$ cat config.mk
export PLATFORM = sky130hd
export DESIGN_NAME = strip_fill_manager
export DESIGN_NICKNAME = d
export VERILOG_FILES = /design/src/rtl/strip_fill_manager.sv
export SDC_FILE = /design/constraint.sdc
export NUM_CORES = 1
export LEC_CHECK = 0
export ABC_CLOCK_PERIOD_IN_PS = 4700
export BUFFER_PORTS_ARGS = -buffer_cell sky130_fd_sc_hd__buf_4
export CORE_UTILIZATION = 55
export DETAILED_ROUTE_END_ITERATION = 8
export PLACE_DENSITY = 0.77
export SLEW_MARGIN = 20
export SYNTH_ARGS = -nofsm -noshare
export SYNTH_HDL_FRONTEND = slang
export SYNTH_SLANG_ARGS = --single-unit
export TNS_END_PERCENT = 20
$ cat constraint.sdc
create_clock -name clk -period 4.7 [get_ports clk]
set_clock_uncertainty 0.1 [all_clocks]
set_input_delay 0.705 -clock clk [delete_from_list [all_inputs] [get_ports clk]]
set_output_delay 0.705 -clock clk [all_outputs]
set_load 0.01 [all_outputs]
$ cat src/rtl/strip_fill_manager.sv
// -----------------------------------------------------------------------------
// strip_fill_manager
//
// Keeps the fill level of up to NUM_STRIPS strips. For each item it walks the
// table once, in first-fit order, and collects the first three strips the item
// fits in. Each candidate is presented as (id, fill after placement) to an
// external three-input min-width selector. The selector's registered choice is
// then validated against the candidates and written back into the table.
//
// Ports
//   clk, rst          clock; synchronous active-high reset
//   clr               zero the whole table (acted on only while idle)
//   req_valid/ready   item handshake; req_width sampled on accept
//   sel_en            one-cycle strobe asking the selector to register a choice
//   cand_id1..3       candidate strip ids (slot 1 has highest priority)
//   cand_width1..3    fill each candidate would have after placement
//   opt_id/opt_width  selector's registered choice, sampled one cycle after sel_en
//   resp_valid        one-cycle completion pulse
//   resp_ok           1 = placed, 0 = rejected (no fit, bad width, bad choice)
//   resp_id/resp_fill strip written and its new fill (both 0 on reject)
// -----------------------------------------------------------------------------
module strip_fill_manager #(
    parameter int NUM_STRIPS = 16,
    parameter int CAPACITY   = 100
) (
    input  logic       clk,
    input  logic       rst,
    input  logic       clr,
    input  logic       req_valid,
    output logic       req_ready,
    input  logic [6:0] req_width,
    output logic       sel_en,
    output logic [3:0] cand_id1,
    output logic [3:0] cand_id2,
    output logic [3:0] cand_id3,
    output logic [6:0] cand_width1,
    output logic [6:0] cand_width2,
    output logic [6:0] cand_width3,
    input  logic [3:0] opt_id,
    input  logic [6:0] opt_width,
    output logic       resp_valid,
    output logic       resp_ok,
    output logic [3:0] resp_id,
    output logic [6:0] resp_fill
);

    typedef enum logic [2:0] {
        IDLE   = 3'd0,
        SCAN   = 3'd1,
        SEL    = 3'd2,
        COMMIT = 3'd3,
        DONE   = 3'd4
    } state_t;

    // Fit arithmetic is done on 8 bits so fill+width can never wrap back
    // under the capacity.
    localparam logic [7:0] CAP8     = 8'(CAPACITY);
    localparam logic [3:0] LAST_IDX = 4'(NUM_STRIPS - 1);

    state_t     state_q, state_d;
    logic       ready_q, ready_d;
    logic [6:0] fill_q [NUM_STRIPS];
    logic [6:0] fill_d [NUM_STRIPS];
    logic [6:0] width_q, width_d;
    logic [3:0] idx_q, idx_d;
    logic [1:0] found_q, found_d;
    logic [3:0] cid_q [3];
    logic [3:0] cid_d [3];
    logic [6:0] cw_q [3];
    logic [6:0] cw_d [3];
    logic       resp_valid_q, resp_valid_d;
    logic       resp_ok_q, resp_ok_d;
    logic [3:0] resp_id_q, resp_id_d;
    logic [6:0] resp_fill_q, resp_fill_d;

    logic [6:0] cur_fill;
    logic [7:0] sum;
    logic       fits;
    logic       bad_width;
    logic       opt_match;
    logic       cand_vis;

    // Fill of the strip currently being examined.
    always_comb begin
        cur_fill = '0;
        for (int i = 0; i < NUM_STRIPS; i++) begin
            if (idx_q == 4'(i)) begin
                cur_fill = fill_q[i];
            end
        end
    end

    assign sum       = {1'b0, cur_fill} + {1'b0, width_q};
    assign fits      = (sum <= CAP8);
    assign bad_width = (width_q == 7'd0) || ({1'b0, width_q} > CAP8);

    // The selector's answer is trusted only if it names one of the candidates
    // together with that candidate's own resulting width.
    always_comb begin
        opt_match = 1'b0;
        for (int i = 0; i < 3; i++) begin
            if ((cid_q[i] == opt_id) && (cw_q[i] == opt_width)) begin
                opt_match = 1'b1;
            end
        end
    end

    always_comb begin
        state_d      = state_q;
        width_d      = width_q;
        idx_d        = idx_q;
        found_d      = found_q;
        fill_d       = fill_q;
        cid_d        = cid_q;
        cw_d         = cw_q;
        resp_valid_d = 1'b0;
        resp_ok_d    = 1'b0;
        resp_id_d    = '0;
        resp_fill_d  = '0;

        unique case (state_q)
            IDLE: begin
                if (clr) begin
                    for (int i = 0; i < NUM_STRIPS; i++) begin
                        fill_d[i] = '0;
                    end
                end else if (req_valid && ready_q) begin
                    width_d = req_width;
                    idx_d   = '0;
                    found_d = '0;
                    for (int i = 0; i < 3; i++) begin
                        cid_d[i] = '0;
                        cw_d[i]  = '0;
                    end
                    state_d = SCAN;
                end
            end

            SCAN: begin
                if (bad_width) begin
                    state_d      = DONE;
                    resp_valid_d = 1'b1;
                end else begin
                    if (fits) begin
                        for (int i = 0; i < 3; i++) begin
                            if (found_q == 2'(i)) begin
                                cid_d[i] = idx_q;
                                cw_d[i]  = sum[6:0];
                            end
                        end
                        found_d = found_q + 2'd1;
                    end

                    if (fits && (found_q == 2'd2)) begin
                        state_d = SEL;
                    end else if (idx_q == LAST_IDX) begin
                        if (found_d == 2'd0) begin
                            state_d      = DONE;
                            resp_valid_d = 1'b1;
                        end else begin
                            // Fewer than three fits: unused slots mirror slot 1
                            // so any tie in the selector lands on slot 1.
                            if (found_d < 2'd2) begin
                                cid_d[1] = cid_d[0];
                                cw_d[1]  = cw_d[0];
                            end
                            cid_d[2] = cid_d[0];
                            cw_d[2]  = cw_d[0];
                            state_d  = SEL;
                        end
                    end else begin
                        idx_d = idx_q + 4'd1;
                    end
                end
            end

            SEL: begin
                state_d = COMMIT;
            end

            COMMIT: begin
                resp_valid_d = 1'b1;
                if (opt_match) begin
                    for (int i = 0; i < NUM_STRIPS; i++) begin
                        if (opt_id == 4'(i)) begin
                            fill_d[i] = opt_width;
                        end
                    end
                    resp_ok_d   = 1'b1;
                    resp_id_d   = opt_id;
                    resp_fill_d = opt_width;
                end
                state_d = DONE;
            end

            DONE: begin
                state_d = IDLE;
            end

            default: begin
                state_d = IDLE;
            end
        endcase

        // Ready is registered so it stays low through the reset cycle and
        // rises on the first cycle after reset is released.
        ready_d = (state_d == IDLE);
    end

    always_ff @(posedge clk) begin
        if (rst) begin
            state_q      <= IDLE;
            ready_q      <= 1'b0;
            idx_q        <= '0;
            found_q      <= '0;
            resp_valid_q <= 1'b0;
            resp_ok_q    <= 1'b0;
            resp_id_q    <= '0;
            resp_fill_q  <= '0;
            for (int i = 0; i < NUM_STRIPS; i++) begin
                fill_q[i] <= '0;
            end
        end else begin
            state_q      <= state_d;
            ready_q      <= ready_d;
            idx_q        <= idx_d;
            found_q      <= found_d;
            resp_valid_q <= resp_valid_d;
            resp_ok_q    <= resp_ok_d;
            resp_id_q    <= resp_id_d;
            resp_fill_q  <= resp_fill_d;
            fill_q       <= fill_d;
        end
    end

    // Item width and candidate slots are pure data; they are always reloaded
    // before use and are masked at the outputs while not meaningful.
    always_ff @(posedge clk) begin
        width_q <= width_d;
        cid_q   <= cid_d;
        cw_q    <= cw_d;
    end

    assign cand_vis = (state_q == SEL) || (state_q == COMMIT) || (state_q == DONE);

    assign req_ready   = ready_q & ~clr;
    assign sel_en      = (state_q == SEL);
    assign cand_id1    = cand_vis ? cid_q[0] : 4'd0;
    assign cand_id2    = cand_vis ? cid_q[1] : 4'd0;
    assign cand_id3    = cand_vis ? cid_q[2] : 4'd0;
    assign cand_width1 = cand_vis ? cw_q[0] : 7'd0;
    assign cand_width2 = cand_vis ? cw_q[1] : 7'd0;
    assign cand_width3 = cand_vis ? cw_q[2] : 7'd0;
    assign resp_valid  = resp_valid_q;
    assign resp_ok     = resp_ok_q;
    assign resp_id     = resp_id_q;
    assign resp_fill   = resp_fill_q;

endmodule
# --- Yosys cells after proc, flatten, opt, wreduce, memory -nomap -nowiden ---
# Cells that the tools add are included.
word_totals:
  reg_bits: 175
  word_cells: 238
classes:
  n_addsub: 3
  n_lt_le_gt_ge: 3
  n_eq_ne: 65
  mux: 94
  bitwise: 4
  reduce_logical: 38
op_table:
  columns: ["operator", "n"]
  rows:
  - ["$mux 7", 39]
  - ["$mux 112", 2]
  - ["$pmux 112 s2", 1]
  - ["$mux 21", 4]
  - ["$reduce_and 4->1", 17]
  - ["$eq 4x4->1 const B", 16]
  - ["$mux 12", 4]
  - ["$mux 4", 12]
  - ["$ne 2x2->1 const B", 23]
  - ["$mux 14", 3]
  - ["$pmux 21 s2", 1]
  - ["$eq 4x3->1 const B", 8]
  - ["$mux 8", 3]
  - ["$pmux 12 s2", 1]
  - ["$eq 7x7->1", 3]
  - ["$mux 3", 6]
  - ["$eq 4x2->1 const B", 4]
  - ["$eq 4x4->1", 3]
  - ["$mux 2", 6]
  - ["$pmux 3 s4", 1]
  - ["$add 7x7->8", 1]
  - ["$eq 4x1->1 const B", 2]
  - ["$le 8x7->1 const B", 1]
  - ["$logic_not 4->1", 2]
  - ["other kinds (25)", 44]

# --- Depth between registers and ports, before layout ---
# Gate-level depths: netlist (run 1).
logic_depth:
  word_depth: 29
  ltp_mapped: 25

# --- Worst setup path after synthesis (run 1) ---
# OpenSTA, ideal clock, no wires.
synth_timing:
  path_type: "register to register"
  startpoint: "register idx_q[1]"
  endpoint: "register cid_q[3] (netlist name) (data pin)"
  setup_ns: 0.261
  arrival_time_ns: 4.672
  t_required_ns: 4.339
  path_slack_ns: -0.332
  path_stages_with_launch: 22
  n_path_buf: 5
  path_cell_list: "dfxtp_1 inv_1 ha_1 clkbuf_1 clkbuf_1 buf_1 clkbuf_1 nand2_1 o21ai_0 a31oi_1 o221ai_1 ha_1 inv_1 fa_1 nand2b_1 a21oi_2 xor2_2 o311a_1 buf_6 a21oi_2 mux2_2 a221o_1"
synth_between:
  elab_chain_len: 28
  word_cells_on_any_way: 45
  cone_classes: "1 x add/sub; 1 x order compare; 15 x eq/ne; 25 x mux; 3 x reduce/logical"
synth_rtl:
  columns: ["element", "line", "text"]
  rows:
  - ["start: declaration", "65", "logic [3:0] idx_q, idx_d;"]
  - ["start signal: assignment", "226", "idx_q <= idx_d;"]
  - ["$logic_not 4->1", "87", "if (idx_q == 4'(i)) begin"]
  - ["$mux 7 (16 in series)", "87", null]
  - ["$add 7x7->8", "93", "assign sum = {1'b0, cur_fill} + {1'b0, width_q};"]
  - ["$le 8x7->1", "94", "assign fits = (sum <= CAP8);"]
  - ["$mux 2", "144", "if (fits) begin"]
  - ["$mux 2", "140", "if (bad_width) begin"]
  - ["$mux 2", "121", "unique case (state_q)"]
  - ["$logic_not 2->1", "157", "if (found_d == 2'd0) begin"]
  - ["$mux 8", "157", null]
  - ["$mux 8", "156", "end else if (idx_q == LAST_IDX) begin"]
  - ["$mux 8 *", "154", "if (fits && (found_q == 2'd2)) begin"]
  - ["$mux 12 *", "140", null]
  - ["$pmux 12 s2 *", "121", null]
  - ["end signal: assignment", "240", "cid_q <= cid_d;"]
  - ["end: declaration", "67", "logic [3:0] cid_q [3];"]
# Every way passes the cells marked *; elsewhere a longest branch is shown, timed or not. The select of a mux whose other input is x is not followed.
# A chain may end at the register's enable or synchronous reset.

# --- Worst setup path in the final report (run 1) ---
layout_timing:
  startpoint: "register idx_q[1]"
  endpoint: "register cw_q[0] (netlist name) (data pin)"
layout_between:
  elab_chain_len: 28
  word_cells_on_any_way: 47
  cone_classes: "1 x add/sub; 1 x order compare; 15 x eq/ne; 27 x mux; 3 x reduce/logical"
layout_rtl:
  columns: ["element", "line", "text"]
  rows:
  - ["$logic_not 4->1", "87", null]
  - ["$mux 7 (16 in series)", "87", null]
  - ["$add 7x7->8", "93", null]
  - ["$le 8x7->1", "94", null]
  - ["$mux 2", "144", null]
  - ["$mux 2", "140", null]
  - ["$mux 2", "121", null]
  - ["$logic_not 2->1", "157", null]
  - ["$mux 14", "157", null]
  - ["$mux 14", "156", null]
  - ["$mux 14 *", "154", null]
  - ["$mux 21 *", "140", null]
  - ["$pmux 21 s2 *", "121", null]
  - ["end signal: assignment", "241", "cw_q <= cw_d;"]
  - ["end: declaration", "69", "logic [6:0] cw_q [3];"]
# Marked as above.

==> run_results.csv, run 1 <==
group,metric,value,unit
timing,fin_crit_sh,0.978,
timing,worst_pin_slew,947,ps
floorplanning,dieArea,0.0166,mm^2
routing,first_pass_iters,5,
cells_and_area,post-route-util,0.696,
routing,routedWlPerCell,21.7,um
grt,grt_max_degree,35,
routing,post-route-drc-count,0,
timing,slew_headroom,0.364,
routing,ant_nets,0,
critical_path,worstSetupPathType,"reg2reg",
critical_path,end_kind,"flip-flop",
critical_path,critPathLaunchType,"flip-flop",
timing,slew_viol_final,0,
routing,viasPerCell,6.38,
routing,finalWirelength,28300,um
logic_synthesis,yosys_most_used_dff,"dfxtp_1",
logic_synthesis,async_flop_share,0,
worst_hold_path,hold_path.class,"in2reg",
timing,finalHoldViolCount,0,
cells_and_area,syn2layout_area_growth,24.3,%
critical_path,critPathMaxFanout,5,
logic_synthesis,synth-seq-area-share,0.440,
clock_tree,clk_pin_slew,70,ps
logic_synthesis,ys_ff_latch,175,
clock_tree,cts_made_buffers,17,
logic_synthesis,yosys_warnings,0,
cells_and_area,final_cells,1305,
grt,grt_pass1_wl,43500,um
logic_synthesis,yosysTopAreaCell,"dfxtp_1",
cells_and_area,fillCellCount,1204,
logic_synthesis,ys_types,65,
pwr,p_per_area,287,mW/mm^2
floorplanning,fp.dieH,129,um
clock_tree,clockBufferDepth,2,
floorplanning,rows,46,
pwr,cellLeakagePower,0.00430,uW
placed_design,portBuffers,69,
grt,antenna_found_initial,0,
grt,grt_overflow,0,
clock_tree,cts_root_buf,"clkbuf_16",
timing,fin_crit,4600,ps
outcome,status,"completed",
clock_tree,cts_max_level,4,
floorplanning,core_area,0.0158,mm^2
timing,finalSetupViolations,0,
logic_synthesis,synthTopCellsByArea,"dfxtp_1 30%, edfxtp_1 14%, a22o_1 9.9%, a21oi_1 3.5%, xnor2_1 3.5%",
grt,track_usage,0.348,
timing,max_freq,0.218,GHz
pwr,peakVddDrop,257,uV
logic_synthesis,synthCells,954,
cells_and_area,multi_input_area,0.00485,mm^2
cells_and_area,layout-drive-gt1-share,0.243,
critical_path,critPathRequiredTime,4790,ps
placed_design,dpl.hpwl,19400,um
placed_design,dp.cells,1262,
timing,rsz0062_at_grt,"true",
clock_tree,cts_tree,"built",
logic_synthesis,synth.cell_area,0.00886,mm^2
cells_and_area,nets,1115,
logic_synthesis,synth_top_area_frac,0.305,
logic_synthesis,synth_fp_nets,992,
placed_design,gp_congestion,0.974,
logic_synthesis,synth-edff-count,40,
job,drv_cap,0,
critical_path,worst_ep_arrival_time,4680,ps
cells_and_area,regArea,0.00391,mm^2
floorplanning,initial_core_util,0.560,
clock_tree,clkLatencyLatePin,440,ps
clock_tree,clock_sinks,175,
grt,grt_pass1_vias,7731,
routing,vias,8327,
cells_and_area,n_antenna_cell,0,
routing,drt_iter0_drc,1117,
floorplanning,ios,70,
logic_synthesis,syn_area_per_cell,9.29,um^2
floorplanning,die_x,129,um
[worst max-delay path, cell delays in order (launching register included)]
cell and delay (ps):
dfxtp_4 360, inv_4 80, ha_4 160, inv_2 60
buf_4 140, and3_1 170, a21oi_1 140, o21ai_0 100
a22o_1 200, a21oi_1 230, o41ai_2 80, buf_4 140
ha_1 310, a211oi_4 320, nor2_2 80, xor2_2 190
o311ai_2 310, o21ai_1 140, a221o_1 450, and2_1 230
a221o_1 360
[metrics by stage]
stage          power [uW]  area, um^2  setup TNS [ps]  worst slack [ps]  hold slack (ps)
2_1_floorplan        1750        8880               0              30.8              327
3_3_place_gp         1850       10100            -169              -140              353
3_5_place_dp         1850       10100            -624              -124              355
4_1_cts              3150       10700           -16.2             -16.2              338
5_1_grt              3240       11000            -469             -78.2              332
6_report             3160       11000               0               104              341
[cells by family after synthesis]
family / Yosys count / synth area share
adder cells (fa/ha/maj): 16 / 0.0234
AO/OA/AOI/OAI: 301 / 0.249
XOR/XNOR: 39 / 0.0411
multiplexers: 33 / 0.0385
buffers and inverters: 89 / 0.0395
AND/OR/NAND/NOR: 301 / 0.168
flip-flops: 175 / 0.440
[power by group]
| group | internal [uW] | total [uW] | switching, uW |
|---|---|---|---|
| combinational | 103 | 264 | 161 |
| sequential | 1560 | 1580 | 20.3 |
| clock | 683 | 1320 | 636 |
| total | 2340 | 3160 | 817 |
[cell type report]
cell class	count	area share
clock buffers	18	0.0389
clock inverters	13	0.00897
inverters	24	0.00863
multi-input cells	690	0.440
flip-flops and latches	175	0.355
well taps	216	0.0245
repair buffers	169	0.124
[layout by cell type (no fill, tap or decap), types with 9 or more instances in the layout]
cell,instances
buf_4,157
dfxtp_1,133
a22o_1,100
nor2_1,71
nand2_1,68
a21oi_1,61
nor2b_1,42
edfxtp_1,40
xnor2_1,34
o21ai_0,30
mux2i_1,24
and3_1,22
nand3_1,20
nor3_1,19
inv_1,17
and2_1,17
clkbuf_16,17
o211ai_1,10
o21ai_1,9
nand4_1,9
mux2_2,9
ha_1,9
[routing by layer]
layer / global-route usage / wire length (um)
met4: 0.131 / 1090
met3: 0.0744 / 2720
met1: 0.467 / 11700
met2: 0.549 / 12800
met5: 0 / 0
[sequential cells by signal, indices dropped and copies added, names as in the netlist]
| register | cells |
|---|---|
| cid_q | 12 |
| width_q | 7 |
| resp_fill | 7 |
| cw_q | 21 |
| found_q | 2 |
| ready_q | 1 |
| resp_valid | 1 |
| state_q | 3 |
| resp_ok | 1 |
| fill_q | 112 |
| idx_q | 4 |
| resp_id | 4 |
[final timing paths]
check / slack, ps / to / cells past startpoint / start
setup / recovery: 100 / cw_q[0] / 20 / idx_q[1]
hold / removal: 340 / width_q[6] / 1 / req_width[6]
setup reg to reg: 100 / cw_q[0] / 20 / idx_q[1]
hold reg to reg: 370 / fill_q[7] / 1 / fill_q[7]
[what timing repair did]
| item | 4_1_cts | 5_1_grt |
|---|---|---|
| pin swaps | 10 | 22 |
| buffers inserted | 4 | 8 |
| gates resized for setup | 11 | 61 |
| endpoints found under the setup margin | 24 | 42 |
| hold buffers | 0 | 0 |
[cell usage after synthesis (all sizes together) (7+ instances only)]
cell / count
a211oi: 9
a21oi: 66
a22o: 100
a22oi: 11
a31oi: 7
and2: 17
and3: 22
buf: 15
clkbuf: 50
dfxtp: 135
edfxtp: 40
ha: 15
inv: 24
mux2: 9
mux2i: 24
nand2: 68
nand2b: 9
nand3: 20
nand3b: 7
nand4: 9
nor2: 75
nor2b: 42
nor3: 20
o211ai: 10
o21ai: 41
o2bb2ai: 7
xnor2: 36
Power figures use the tool's default switching activity.
==> run 2, diff against run 1 <==
Settings changed: ABC_AREA from default to 1, CORE_UTILIZATION 55 to 48, PLACE_DENSITY 0.77 to 0.68.
==> run_results.csv, run 2 <==
group,metric,value,unit
cells_and_area,layout-drive-gt1-share,0.161,
logic_synthesis,ys_types,38,
clock_tree,clockBufferDepth,2,
cells_and_area,fillCellCount,1858,
timing,worst_pin_slew,1100,ps
critical_path,worst_ep_arrival_time,4470,ps
routing,finalWirelength,26300,um
critical_path,crit_family,"simple AND/OR/NAND/NOR gates",
timing,finalSetupViolations,0,
pwr,cellLeakagePower,0.00512,uW
cells_and_area,regArea,0.00391,mm^2
timing,slew_viol_final,0,
grt,antenna_found_initial,0,
cells_and_area,multi_input_area,0.00467,mm^2
floorplanning,ios,70,
pwr,peakVddDrop,240,uV
outcome,status,"completed",
logic_synthesis,async_flop_share,0,
routing,vias,9015,
logic_synthesis,yosys_most_used_dff,"dfxtp_1",
cells_and_area,reg_top3,"fill_q x112, cw_q x21, cid_q x12",
timing,slew_headroom,0.268,
critical_path,rr_worst_depth,34,
grt,grt_overflow,0,
placed_design,place_area,0.0105,mm^2
cells_and_area,largest_reg_flops,112,
logic_synthesis,synth_fp_nets,1415,
floorplanning,die_x,143,um
cells_and_area,syn2layout_area_growth,18.5,%
critical_path,timing.rr.end,"cw_q[10]",
timing,fin_crit,4380,ps
pwr,p_per_area,310,mW/mm^2
logic_synthesis,synthTopCellsByArea,"dfxtp_1 28%, edfxtp_1 13%, nand2_1 9.7%, inv_1 9.3%, a21oi_1 9.3%",
timing,fin_crit_sh,0.933,
logic_synthesis,synth_most_common_cell,"nand2_1",
floorplanning,rows,51,
timing,finalHoldViolCount,0,
critical_path,r2r-start,"idx_q[1]",
critical_path,cp_slowest_stage_delay,380,ps
grt,track_usage,0.262,
placed_design,dpl.hpwl,18300,um
logic_synthesis,synth_top_area_frac,0.282,
clock_tree,cts_max_level,4,
critical_path,critPathRequiredTime,4780,ps
critical_path,r2r_slack,320,ps
worst_hold_path,hp-start,"fill_q[62]",
clock_tree,cts_made_buffers,17,
placed_design,portBuffers,69,
clock_tree,cts_tree,"built",
logic_synthesis,synthCells,1377,
clock_tree,clk_pin_slew,70,ps
grt,grt_pass1_wl,41700,um
critical_path,worstSetupPathType,"reg2reg",
routing,ant_nets,0,
routing,post-route-drc-count,0,
worst_hold_path,hold_path.class,"reg2reg",
worst_hold_path,hold_path_end,"fill_q[62]",
grt,grt_max_degree,59,
logic_synthesis,synth-edff-count,40,
cells_and_area,top_register,"fill_q",
clock_tree,hold_buffers,0,
pwr,finalPower,3530,uW
grt,grt_pass1_vias,8191,
logic_synthesis,netlist_top_cells_count,"248 x nand2_1, 239 x inv_1, 178 x a21oi_1",
floorplanning,dieArea,0.0206,mm^2
logic_synthesis,yosys_warnings,0,
cells_and_area,final_common_cell,"nand2_1",
cells_and_area,n_antenna_cell,0,
critical_path,critPathLaunchType,"flip-flop",
timing,max_freq,0.228,GHz
routing,routedWlPerCell,15.2,um
clock_tree,cts_root_buf,"clkbuf_16",
logic_synthesis,ys_ff_latch,175,
worst_hold_path,whs_path_depth,2,
clock_tree,clock_sinks,175,
floorplanning,fp.dieH,143,um
critical_path,critPathMaxFanout,22,
job,drv_cap,0,
critical_path,path_buf_inv,6,
logic_synthesis,syn_area_per_cell,6.97,um^2
floorplanning,core_area,0.0195,mm^2
cells_and_area,nets,1493,
floorplanning,initial_core_util,0.492,
placed_design,gp_congestion,0.862,
logic_synthesis,synth.cell_area,0.00960,mm^2
routing,viasPerCell,5.20,
critical_path,crit_top_cell,"nand2_1",
cells_and_area,layout_common_cells,"236 x nand2_1, 231 x inv_1, 173 x a21oi_1, 142 x o21ai_0, 133 x dfxtp_1",
routing,drt_iter0_drc,627,
routing,first_pass_iters,5,
timing,finalHoldWorstSlack,345,ps
logic_synthesis,synth-seq-area-share,0.407,
critical_path,end_kind,"flip-flop",
cells_and_area,design_area,0.0114,mm^2
logic_synthesis,yosysTopAreaCell,"dfxtp_1",
critical_path,slowest_stage,"dfxtp_4",
clock_tree,clkLatencyLatePin,430,ps
cells_and_area,post-route-util,0.583,
[run 2: kinds of logic after synthesis]
family / after synthesis / synth area share
compound gates: 346 / 0.189
xor+xnor: 16 / 0.0154
fa+ha+maj: 16 / 0.0216
buf+inv: 314 / 0.132
flops: 175 / 0.407
simple gates: 510 / 0.235
[run 2: per-stage QoR]
stage | instances | setup WS [ps] | setup TNS, ps
after floorplan | 1377 | 387 | 0
after global placement | 1686 | 106 | 0
after detailed placement | 1686 | -74.4 | -837
after CTS | 1718 | 0.526 | 0
after global routing | 1733 | -23.5 | -148
final | 1733 | 316 | 0
[run 2: routing by layer]
| layer | vias to the layer above | global-route usage | part of all wire | routed length (um) |
|---|---|---|---|---|
| met4 | 0 | 0.118 | 0.037 | 980 |
| met3 | 60 | 0.0500 | 0.049 | 1280 |
| li1 | 4589 | - | - | - |
| met5 | - | 0 | 0 | 0 |
| met2 | 249 | 0.427 | 0.47 | 12400 |
| met1 | 4117 | 0.336 | 0.44 | 11700 |
[run 2: final cells by class]
type                       instances  area share
clock buffer                      20      0.0401
sequential                       175       0.344
timing repair buffer             127      0.0862
tap                              265      0.0291
multi-input combinational        888       0.411
clock inverter                    12     0.00770
inverter                         245      0.0817
timing repair inverter             1    0.000550
[run 2: worst max path at each step]
| stage | start | endpoint | depth (start not counted) | slack, ps |
|---|---|---|---|---|
| 5_1_grt | idx_q[0] | cid_q[0] | 37 | -20 |
| 2_1_floorplan | idx_q[0] | cw_q[13] | 35 | 390 |
| 3_3_place_gp | idx_q[0] | cid_q[0] | 36 | 110 |
| 6_report | idx_q[1] | cw_q[10] | 34 | 320 |
| 3_5_place_dp | idx_q[1] | cid_q[3] | 35 | -70 |
| 4_1_cts | idx_q[1] | cid_q[0] | 35 | 0.5 |
[run 2: worst register-to-register path, delay by kind of cell, from the launching register on]
family,cells,cell delay (ps)
buffers and inverters,6,690
DFF,1,380
adders and majority gates,3,710
and+or+nand+nor,23,1870
AOI/OAI and AO/OA,2,380
[run 2: power breakdown]
| group | internal [uW] | switching (uW) | total, uW |
|---|---|---|---|
| clock | 706 | 614 | 1320 |
| combinational | 180 | 345 | 524 |
| sequential | 1630 | 48.7 | 1680 |
| total | 2520 | 1010 | 3530 |
[run 2: timing repair]
| action | 4_1_cts | 5_1_grt |
|---|---|---|
| gates resized for setup | 2 | 72 |
| buffers inserted | 0 | 14 |
| endpoints found under the setup margin | 21 | 43 |
| pin swaps | 0 | 22 |
| cloned | 0 | 1 |
